### src/rtl/ekf_stage_pkg.sv
// ekf_stage_pkg: shared stage codes and FSM encodings
// for the EKF-SLAM upstream command sequencer.
package ekf_stage_pkg;

  localparam logic [2:0] STAGE_IDLE  = 3'd0;
  localparam logic [2:0] STAGE_PRD   = 3'd1;
  localparam logic [2:0] STAGE_NEW   = 3'd2;
  localparam logic [2:0] STAGE_UPD   = 3'd3;
  localparam logic [2:0] STAGE_ASSOC = 3'd4;

  localparam logic [2:0] S_IDLE  = 3'd0;
  localparam logic [2:0] S_ISSUE = 3'd1;
  localparam logic [2:0] S_GUARD = 3'd2;
  localparam logic [2:0] S_WAIT  = 3'd3;
  localparam logic [2:0] S_GAP   = 3'd4;

  function automatic logic is_legal_stage(
    input logic [2:0] code
  );
    return (code >= STAGE_PRD) &&
           (code <= STAGE_ASSOC);
  endfunction

endpackage

### src/rtl/cmd_fifo.sv
// cmd_fifo: registered first-word fall-through FIFO
// with occupancy count; head entry is always on rdata.
module cmd_fifo #(
  parameter int DEPTH = 4,
  parameter int W     = 67
) (
  input  logic                     clk,
  input  logic                     sys_rst,
  input  logic                     push,
  input  logic [W-1:0]             wdata,
  input  logic                     pop,
  output logic [W-1:0]             rdata,
  output logic                     full,
  output logic                     empty,
  output logic [$clog2(DEPTH):0]   count
);

  localparam int AW = $clog2(DEPTH);

  logic [W-1:0]  mem [DEPTH];
  logic [AW-1:0] wp;
  logic [AW-1:0] rp;
  logic          do_push;
  logic          do_pop;

  assign full    = (count == (AW+1)'(DEPTH));
  assign empty   = (count == '0);
  assign do_push = push & ~full;
  assign do_pop  = pop & ~empty;
  assign rdata   = mem[rp];

  // pointer and occupancy bookkeeping
  always_ff @(posedge clk or posedge sys_rst) begin
    if (sys_rst) begin
      wp    <= '0;
      rp    <= '0;
      count <= '0;
    end else begin
      if (do_push) wp <= wp + 1'b1;
      if (do_pop)  rp <= rp + 1'b1;
      unique case ({do_push, do_pop})
        2'b10:   count <= count + 1'b1;
        2'b01:   count <= count - 1'b1;
        default: count <= count;
      endcase
    end
  end

  // storage array, no reset needed
  always_ff @(posedge clk) begin
    if (do_push) mem[wp] <= wdata;
  end

endmodule

### src/rtl/stage_cmd_seq.sv
// stage_cmd_seq: replays buffered stage commands on
// stage_val/stage_rdy. Optional watchdog: CMD_TIMEOUT_EN.
module stage_cmd_seq
  import ekf_stage_pkg::*;
#(
  parameter int DEPTH     = 4,
  parameter int DW        = 32,
  parameter int GUARD_CYC = 2,
  parameter int TMO_CYC   = 1 << 20
) (
  input  logic                     clk,
  input  logic                     sys_rst,
  input  logic                     cmd_valid,
  output logic                     cmd_ready,
  input  logic [2:0]               cmd_stage,
  input  logic [DW-1:0]            cmd_op0,
  input  logic [DW-1:0]            cmd_op1,
  output logic [2:0]               stage_val,
  input  logic                     stage_rdy,
  output logic [DW-1:0]            vlr,
  output logic [DW-1:0]            alpha,
  output logic [DW-1:0]            rk,
  output logic [DW-1:0]            phi,
  output logic                     done_valid,
  output logic [2:0]               done_stage,
  output logic                     busy,
  output logic [$clog2(DEPTH):0]   fifo_level,
  output logic                     err_illegal,
  output logic                     err_timeout
);

  localparam int W  = 3 + 2 * DW;
  localparam int GW = (GUARD_CYC > 1) ?
                      $clog2(GUARD_CYC) : 1;

  logic [2:0]    state;
  logic [GW-1:0] guard_cnt;
  logic          cmd_legal;
  logic          push;
  logic          pop;
  logic          full;
  logic          empty;
  logic [W-1:0]  head;
  logic [2:0]    h_stage;
  logic [DW-1:0] h_op0;
  logic [DW-1:0] h_op1;
  logic          tmo_hit;
  logic          finish;

  assign cmd_legal = is_legal_stage(cmd_stage);
  assign cmd_ready = ~full;
  assign push      = cmd_valid & cmd_ready & cmd_legal;
  assign pop       = (state == S_IDLE) & ~empty;

  assign h_stage = head[W-1 -: 3];
  assign h_op0   = head[2*DW-1 -: DW];
  assign h_op1   = head[DW-1:0];

  cmd_fifo #(
    .DEPTH (DEPTH),
    .W     (W)
  ) u_fifo (
    .clk     (clk),
    .sys_rst (sys_rst),
    .push    (push),
    .wdata   ({cmd_stage, cmd_op0, cmd_op1}),
    .pop     (pop),
    .rdata   (head),
    .full    (full),
    .empty   (empty),
    .count   (fifo_level)
  );

  assign finish     = (state == S_WAIT) &
                      (stage_rdy | tmo_hit);
  assign done_valid = finish;
  assign done_stage = finish ? stage_val : STAGE_IDLE;
  assign busy       = (state != S_IDLE) | ~empty;

  // stage FSM; operands load on the pop edge so they are
  // already settled in the first cycle stage_val is nonzero
  always_ff @(posedge clk or posedge sys_rst) begin
    if (sys_rst) begin
      state     <= S_IDLE;
      stage_val <= STAGE_IDLE;
      guard_cnt <= '0;
      vlr       <= '0;
      alpha     <= '0;
      rk        <= '0;
      phi       <= '0;
    end else begin
      unique case (state)
        S_IDLE: begin
          if (!empty) begin
            stage_val <= h_stage;
            if (h_stage == STAGE_PRD) begin
              vlr   <= h_op0;
              alpha <= h_op1;
            end else begin
              rk  <= h_op0;
              phi <= h_op1;
            end
            state <= S_ISSUE;
          end
        end
        S_ISSUE: begin
          guard_cnt <= GW'(GUARD_CYC - 1);
          state     <= S_GUARD;
        end
        S_GUARD: begin
          if (guard_cnt == '0) state <= S_WAIT;
          else guard_cnt <= guard_cnt - 1'b1;
        end
        S_WAIT: begin
          if (finish) begin
            stage_val <= STAGE_IDLE;
            state     <= S_GAP;
          end
        end
        S_GAP:   state <= S_IDLE;
        default: state <= S_IDLE;
      endcase
    end
  end

  // sticky flag for discarded illegal stage codes
  always_ff @(posedge clk or posedge sys_rst) begin
    if (sys_rst) err_illegal <= 1'b0;
    else if (cmd_valid & cmd_ready & ~cmd_legal)
      err_illegal <= 1'b1;
  end

`ifdef CMD_TIMEOUT_EN
  localparam int TW = (TMO_CYC > 1) ?
                      $clog2(TMO_CYC) : 1;

  logic [TW-1:0] tmo_cnt;

  assign tmo_hit = (state == S_WAIT) & ~stage_rdy &
                   (tmo_cnt == TW'(TMO_CYC - 1));

  // watchdog on time spent in S_WAIT
  always_ff @(posedge clk or posedge sys_rst) begin
    if (sys_rst) begin
      tmo_cnt     <= '0;
      err_timeout <= 1'b0;
    end else begin
      if (state != S_WAIT) tmo_cnt <= '0;
      else tmo_cnt <= tmo_cnt + 1'b1;
      if (tmo_hit) err_timeout <= 1'b1;
    end
  end
`else
  assign tmo_hit     = 1'b0;
  assign err_timeout = 1'b0;
`endif

endmodule

### config.mk
export PLATFORM = sky130hd
export DESIGN_NAME = stage_cmd_seq
export DESIGN_NICKNAME = d
export VERILOG_FILES = /design/src/rtl/ekf_stage_pkg.sv /design/src/rtl/cmd_fifo.sv /design/src/rtl/stage_cmd_seq.sv
export SDC_FILE = /design/constraint.sdc
export NUM_CORES = 1
export LEC_CHECK = 0
export CELL_PAD_IN_SITES_DETAIL_PLACEMENT = 1
export CELL_PAD_IN_SITES_GLOBAL_PLACEMENT = 1
export CORE_UTILIZATION = 47
export CTS_BUF_LIST = sky130_fd_sc_hd__clkbuf_4 sky130_fd_sc_hd__clkbuf_8 sky130_fd_sc_hd__clkbuf_16
export CTS_CLUSTER_SIZE = 30
export DETAILED_ROUTE_END_ITERATION = 7
export PLACE_DENSITY_LB_ADDON = 0.1
export SKIP_LAST_GASP = 1
export SLEW_MARGIN = 0
export SYNTH_ARGS = -nofsm -noshare
export SYNTH_HDL_FRONTEND = slang
export SYNTH_HIERARCHICAL = 1
export SYNTH_SLANG_ARGS = --single-unit
### constraint.sdc
create_clock -name clk -period 5.83 [get_ports clk]
set_clock_uncertainty 0.15 [all_clocks]
set_input_delay 1.166 -clock clk [delete_from_list [all_inputs] [get_ports clk]]
set_output_delay 1.166 -clock clk [all_outputs]
set_load 0.05 [all_outputs]
### After elaboration in Yosys (flattened, before gate mapping)

Memories as Yosys holds them, arrays and structs flattened.
Index checks and enable logic that the tools add are counted.

| operators by class | value |
|---|---|
| reductions and logical operators | 11 |
| eq/ne operators | 10 |
| add/subtract/negate cells | 5 |
| bitwise operators | 12 |
| order comparisons | 2 |
| muxes and demuxes | 13 |

Operator list:

| operator | number |
|---|---|
| $mux 3 | 6 |
| $pmux 3 s2 | 2 |
| $pmux 3 s4 | 1 |
| $reduce_and 3->1 | 4 |
| $and 1x1->1 | 7 |
| $eq 3x1->1 const B | 2 |
| $eq 3x2->1 const B | 2 |
| $logic_not 3->1 | 2 |
| $ne 2x2->1 const B | 3 |
| $reduce_bool 2->1 | 3 |
| $add 2x1->2 const B | 2 |
| $not 1->1 | 4 |
| $add 3x1->3 const B | 1 |
| $eq 3x3->1 const B | 1 |
| $ge 3x1->1 const B | 1 |
| $le 3x3->1 const B | 1 |
| $mux 1 | 3 |
| $reduce_bool 3->1 | 1 |
| $sub 3x1->3 const B | 1 |
| $eq 2x1->1 const B | 1 |
| $eq 2x2->1 const B | 1 |
| $pmux 1 s2 | 1 |
| $logic_and 1x1->1 | 1 |
| $or 1x1->1 | 1 |
| $sub 1x1->1 const B | 1 |

| storage, ports and cells | value |
|---|---|
| memories kept | 1 |
| word-level logic and storage cells | 65 |
| bits of input ports | 71 |
| output and inout bits | 142 |
| memory bits (writable) | 268 |
| bits in registers | 143 |

Memories:

| name | words | width | rd ports | clocked after memory_dff | write ports | line | RTL |
|---|---|---|---|---|---|---|---|
| u_fifo.mem | 4 | 67 | 1 | 0 | 1 | cmd_fifo.sv:20 | `logic [W-1:0] mem [DEPTH];` |

### Longest topological paths before layout

| logic depth | value |
|---|---|
| depth after elaboration | 7 |
| mapped depth | 11 |
| mapped depth without buffers | 11 |

### Modules after synthesis

The synthesis kept the hierarchy.

Modules (own cells, without submodules):

| module | times used | seq. area each (um^2) | area an instance (um^2) | cells an instance |
|---|---|---|---|---|
| cmd_fifo | 1 | 8222.9 | 10097.2 | 389 |
| stage_cmd_seq | 1 | 3403.3 | 5192.5 | 314 |

### Worst setup path after synthesis

OpenSTA, ideal clock, no wires.

| timing | value |
|---|---|
| path type | input -> register |
| from | input port cmd_stage[1] |
| to | memory u_fifo.mem[0][0] (enable) |
| data arrival time | 3.500 ns |
| stages on the path | 5 |
| library setup time | 0.432 ns |
| buffers on the path | 0 |
| setup slack | 1.748 ns |
| cells stage by stage | nor2_1 xor2_1 nor3b_1 nor2b_1 and2_1 |

| on the way | value |
|---|---|
| longest elaborated chain between the ends | 6 |
| elaborated cells between the ends (all ways) | 7 |
| classes of those cells | 2 x order compare; 2 x mux; 2 x bitwise; 1 x reduce/logical |

Ends and longest elaborated chain:

| what | line | RTL |
|---|---|---|
| start: declaration | stage_cmd_seq.sv:15 | `input logic [2:0] cmd_stage,` |
| $ge 3x1->1 or $le 3x3->1 (tied branches) | ekf_stage_pkg.sv:20, ekf_stage_pkg.sv:21 |  |
| $logic_and 1x1->1 * | ekf_stage_pkg.sv:20 | `return (code >= STAGE_PRD) &&` |
| $and 1x1->1 * | stage_cmd_seq.sv:52 | `assign push = cmd_valid & cmd_ready & cmd_legal;` |
| via push | stage_cmd_seq.sv:39 | `logic push;` |
| $and 1x1->1 * | cmd_fifo.sv:28 | `assign do_push = push & ~full;` |
| $mux 1 * | cmd_fifo.sv:51 | `if (do_push) mem[wp] <= wdata;` |
| $mux 1 (not written as such) * | cmd_fifo.sv:51 |  |
| end: declaration | cmd_fifo.sv:20 |  |

The timed path passes the listed nets; every way through them passes the cells marked *.

### Worst setup path after layout

| timing | value |
|---|---|
| from | input port stage_rdy |
| to | output port done_stage[0] |

| on the way | value |
|---|---|
| longest elaborated chain between the ends | 2 |

Ends and longest elaborated chain:

| what | line | RTL |
|---|---|---|
| start: declaration | stage_cmd_seq.sv:19 | `input logic stage_rdy,` |
| $and 1x1->1 | stage_cmd_seq.sv:74 | `assign finish = (state == S_WAIT) &` |
| $mux 3 | stage_cmd_seq.sv:77 | `assign done_stage = finish ? stage_val : STAGE_IDLE;` |
| end: declaration | stage_cmd_seq.sv:25 | `output logic [2:0] done_stage,` |

Every way passes these cells.

==> results.md <==
* # DRC at 0
* Clock power frac at 0.230
* Layout Nets at 1,006
* Gr ovfl total at 0
* CP Class: in -> out
* Critical path launch point type: primary input
* Number of vias per cell at ~5.3
* Die area at around 0.033 mm²
* Setup Viol. Count Final at 0
* Clk root buf: clkbuf_16
* Gpl congestion at 0.712
* # rows at 65
* Post-CTS Setup Bufs at 0
* Fin. Hold Viols at 0
* Die width at roughly 180 µm
* Flop pwr share at 0.378
* Part of the Yosys area used for sequential elements at 0.760
* Clk_lat worst skew at 0.52 ns
* Crit path max fanout at 5
* Yosys cell types at 33
* Status: complete, no violations
* Post-DRT Antenna Nets at 0
* Cell taking the most area after synthesis: edfxtp_1
* Syn. warnings at 6
* Final setup TNS at 0 ns
* Commonest non-fill, non-tap cell in the layout: edfxtp_1
* Fmax at between 0.2 and 0.25 GHz
* Routed wire length per instance at 22.3 µm
* Slew Limit Fails at 0
* Initial Util at 0.481
* #FFs+latches synth at about 400
* Proportion of layout cells with a drive suffix above 1 at 0.230
* Worst vdd ir at 0.000325 V
* Area share of the largest cell type after synthesis at 0.526
* Crit path required time at roughly 4.5 ns
* GRT Overall Usage at 0.196
* Worst-path clk slew at around 0.06 ns
* CP max stage cell: clkdlybuf4s50_1
* Pint at 7210 µW
* Crit path arrival time at ~2.9 ns
* Most frequent cells in the layout: edfxtp_1, clkdlybuf4s50_1, dfrtp_1
* Actual slew at the worst max-slew pin at 1.11 ns
* Non-filler cells, final at 1,396
* Final period utilization at 0.723
* Initial antenna violation count at 3
* Synth area leaders: edfxtp_1, dfrtp_1, mux4_2, mux2_2, mux2_1
* Vias in the first global route at roughly 8.5k
* # clock sinks at just over 400
* Mapped Avg Cell Area at 21.7 µm²
* Most used cell along the critical path: clkdlybuf4s50_1
* I/O pin count at 213
* Htree depth at 2
* Sw power at 4270 µW
* PwrDens at 599 mW/mm²
* Detailed Place HPWL at 19,300 µm
* Synthesis-to-layout area growth at 25.3%
* CTS tree: done
* PortBufs at between 200 and 250
* Net Sw Frac at 0.372
* Cell class contributing the biggest share of worst-path delay: buffers and inverters
* Filler Cell Count at 2,705
* First-pass GRT wire length at 49,100 µm
* Post-Route WL at 31,100 µm
* Net Count, Synth at 780
* Critical Path Sink Type: output port
* Hold Path Class: reg -> reg
* Post-CTS Resized at 0
* Worst Path Buf+Inv at 2
* Max clock buf depth at 3
* Leak pwr at 0.00693 µW
* Vias at 7,357
* Slowest cell delay on critical path at about 0.81 ns
* DP Cell Count at around 1.3k
* RSZ-0062 raised after global routing: no
* Max-slew headroom at 0.260
* Min Hold Slack at 0.332 ns
* DRT Pass-1 Iters at 4
* Synth Cell Area at 0.0153 mm²
* Minimum clock period at 4.21 ns
* Critical-path cell list: clkdlybuf4s50_1 -> and4b_1 -> and2_1 -> clkdlybuf4s50_1
* Max-cap violation count at 0
* Combinational fraction of design power at 0.392
* Core area at 0.0318 mm²
* Diode count at 0
* Synth Instances at roughly 700
* CTS Buf Count at 42
* Largest net degree at the start of global routing at 69
* Number of DRC markers in iteration 0 at 341
* Final Power at 11,500 µW
* Die Ht at between 150 and 200 µm
* CTS Hold Bufs at 0
worst register-to-register path, stage by stage, from the launching register on:
cell,delay [ns]
dfrtp_4,1.09
mux4_2,0.46
nor3b_1,0.59
nand2_4,0.71
mux2_1,0.60
registers in the layout (all words and copies together), names as in the netlist:
register	count
rk	32
u_fifo/mem	268
u_fifo/count	3
stage_val	3
guard_cnt	1
alpha	32
state	3
phi	32
err_illegal	1
u_fifo/wp	2
u_fifo/rp	2
vlr	32
synth_stat cells:
library cell,number
nor3_1,2
buf_4,6
buf_12,2
nand2_1,4
buf_2,14
and4b_1,2
buf_6,7
xnor2_1,3
mux2_1,64
dfrtp_1,143
nor3b_1,3
xor2_1,4
mux2i_1,1
nor2b_1,2
nor2_1,5
ha_1,5
mux4_2,67
a31oi_1,1
o22a_1,1
a31o_2,1
inv_1,10
a22o_1,3
o21bai_1,1
and2_1,7
conb_1,1
nor4_4,1
fa_1,1
clkbuf_1,4
nand2_2,1
mux2_2,66
o21ai_0,2
o31a_1,1
edfxtp_1,268
area by class of cell:
cell class,instances,area [µm²],share of cell area
Multi-Input combinational cell,249,3400,0.177
Timing Repair Buffer,215,2150,0.112
Sequential cell,411,11600,0.607
Clock buffer,57,1210,0.0630
Clock inverter,19,173,0.00901
Tap cell,435,544,0.0284
Inverter,10,42.5,0.00222
worst paths after layout:
kind	cells past startpoint	slack (ns)	from	end
max	4	1.62	stage_rdy	done_stage[0]
min	1	0.33	err_illegal	err_illegal
max reg2reg	4	2.12	u_fifo/rp[1]	alpha[13]
min reg2reg	1	0.33	err_illegal	err_illegal
max in group asynchronous	3	3.62	sys_rst	phi[0]
min in group asynchronous	2	0.87	sys_rst	rk[14]
cell families after synthesis:
family | after synthesis | share of synthesized area
compound gates | 10 | 0.00499
fa+ha+maj | 6 | 0.00540
simple gates | 27 | 0.0111
buf+inv | 43 | 0.0187
mux | 198 | 0.195
flops | 411 | 0.760
xor+xnor | 7 | 0.00401
other cells | 1 | 0.000245
routing by layer:
metal	wire length, µm	vias to the layer above	track usage
met2	16300	177	0.350
met3	1620	55	0.0451
met4	644	6	0.0511
met1	12500	3897	0.241
met5	40	-	0
li1	-	3222	-
power groups by stage:
stage	Clock, µW	Sequential [µW]	Combinational (µW)
after floorplan	0	5740	1720
after global placement	0	4330	4440
after detailed placement	0	4410	4550
after CTS	2710	4360	4580
after global routing	2800	4440	4740
final	2640	4340	4500
metrics by stage:
stage / util / cell area, µm² / worst slack [ns]
floorplan: - / 15300 / 0.875
global placement: 0.559 / 17800 / 1.64
detailed placement: 0.559 / 17800 / 1.59
CTS: 0.602 / 19200 / 1.61
global route: 0.602 / 19200 / 1.52
finish: 0.602 / 19200 / 1.62
Power figures use the tool's default switching activity.
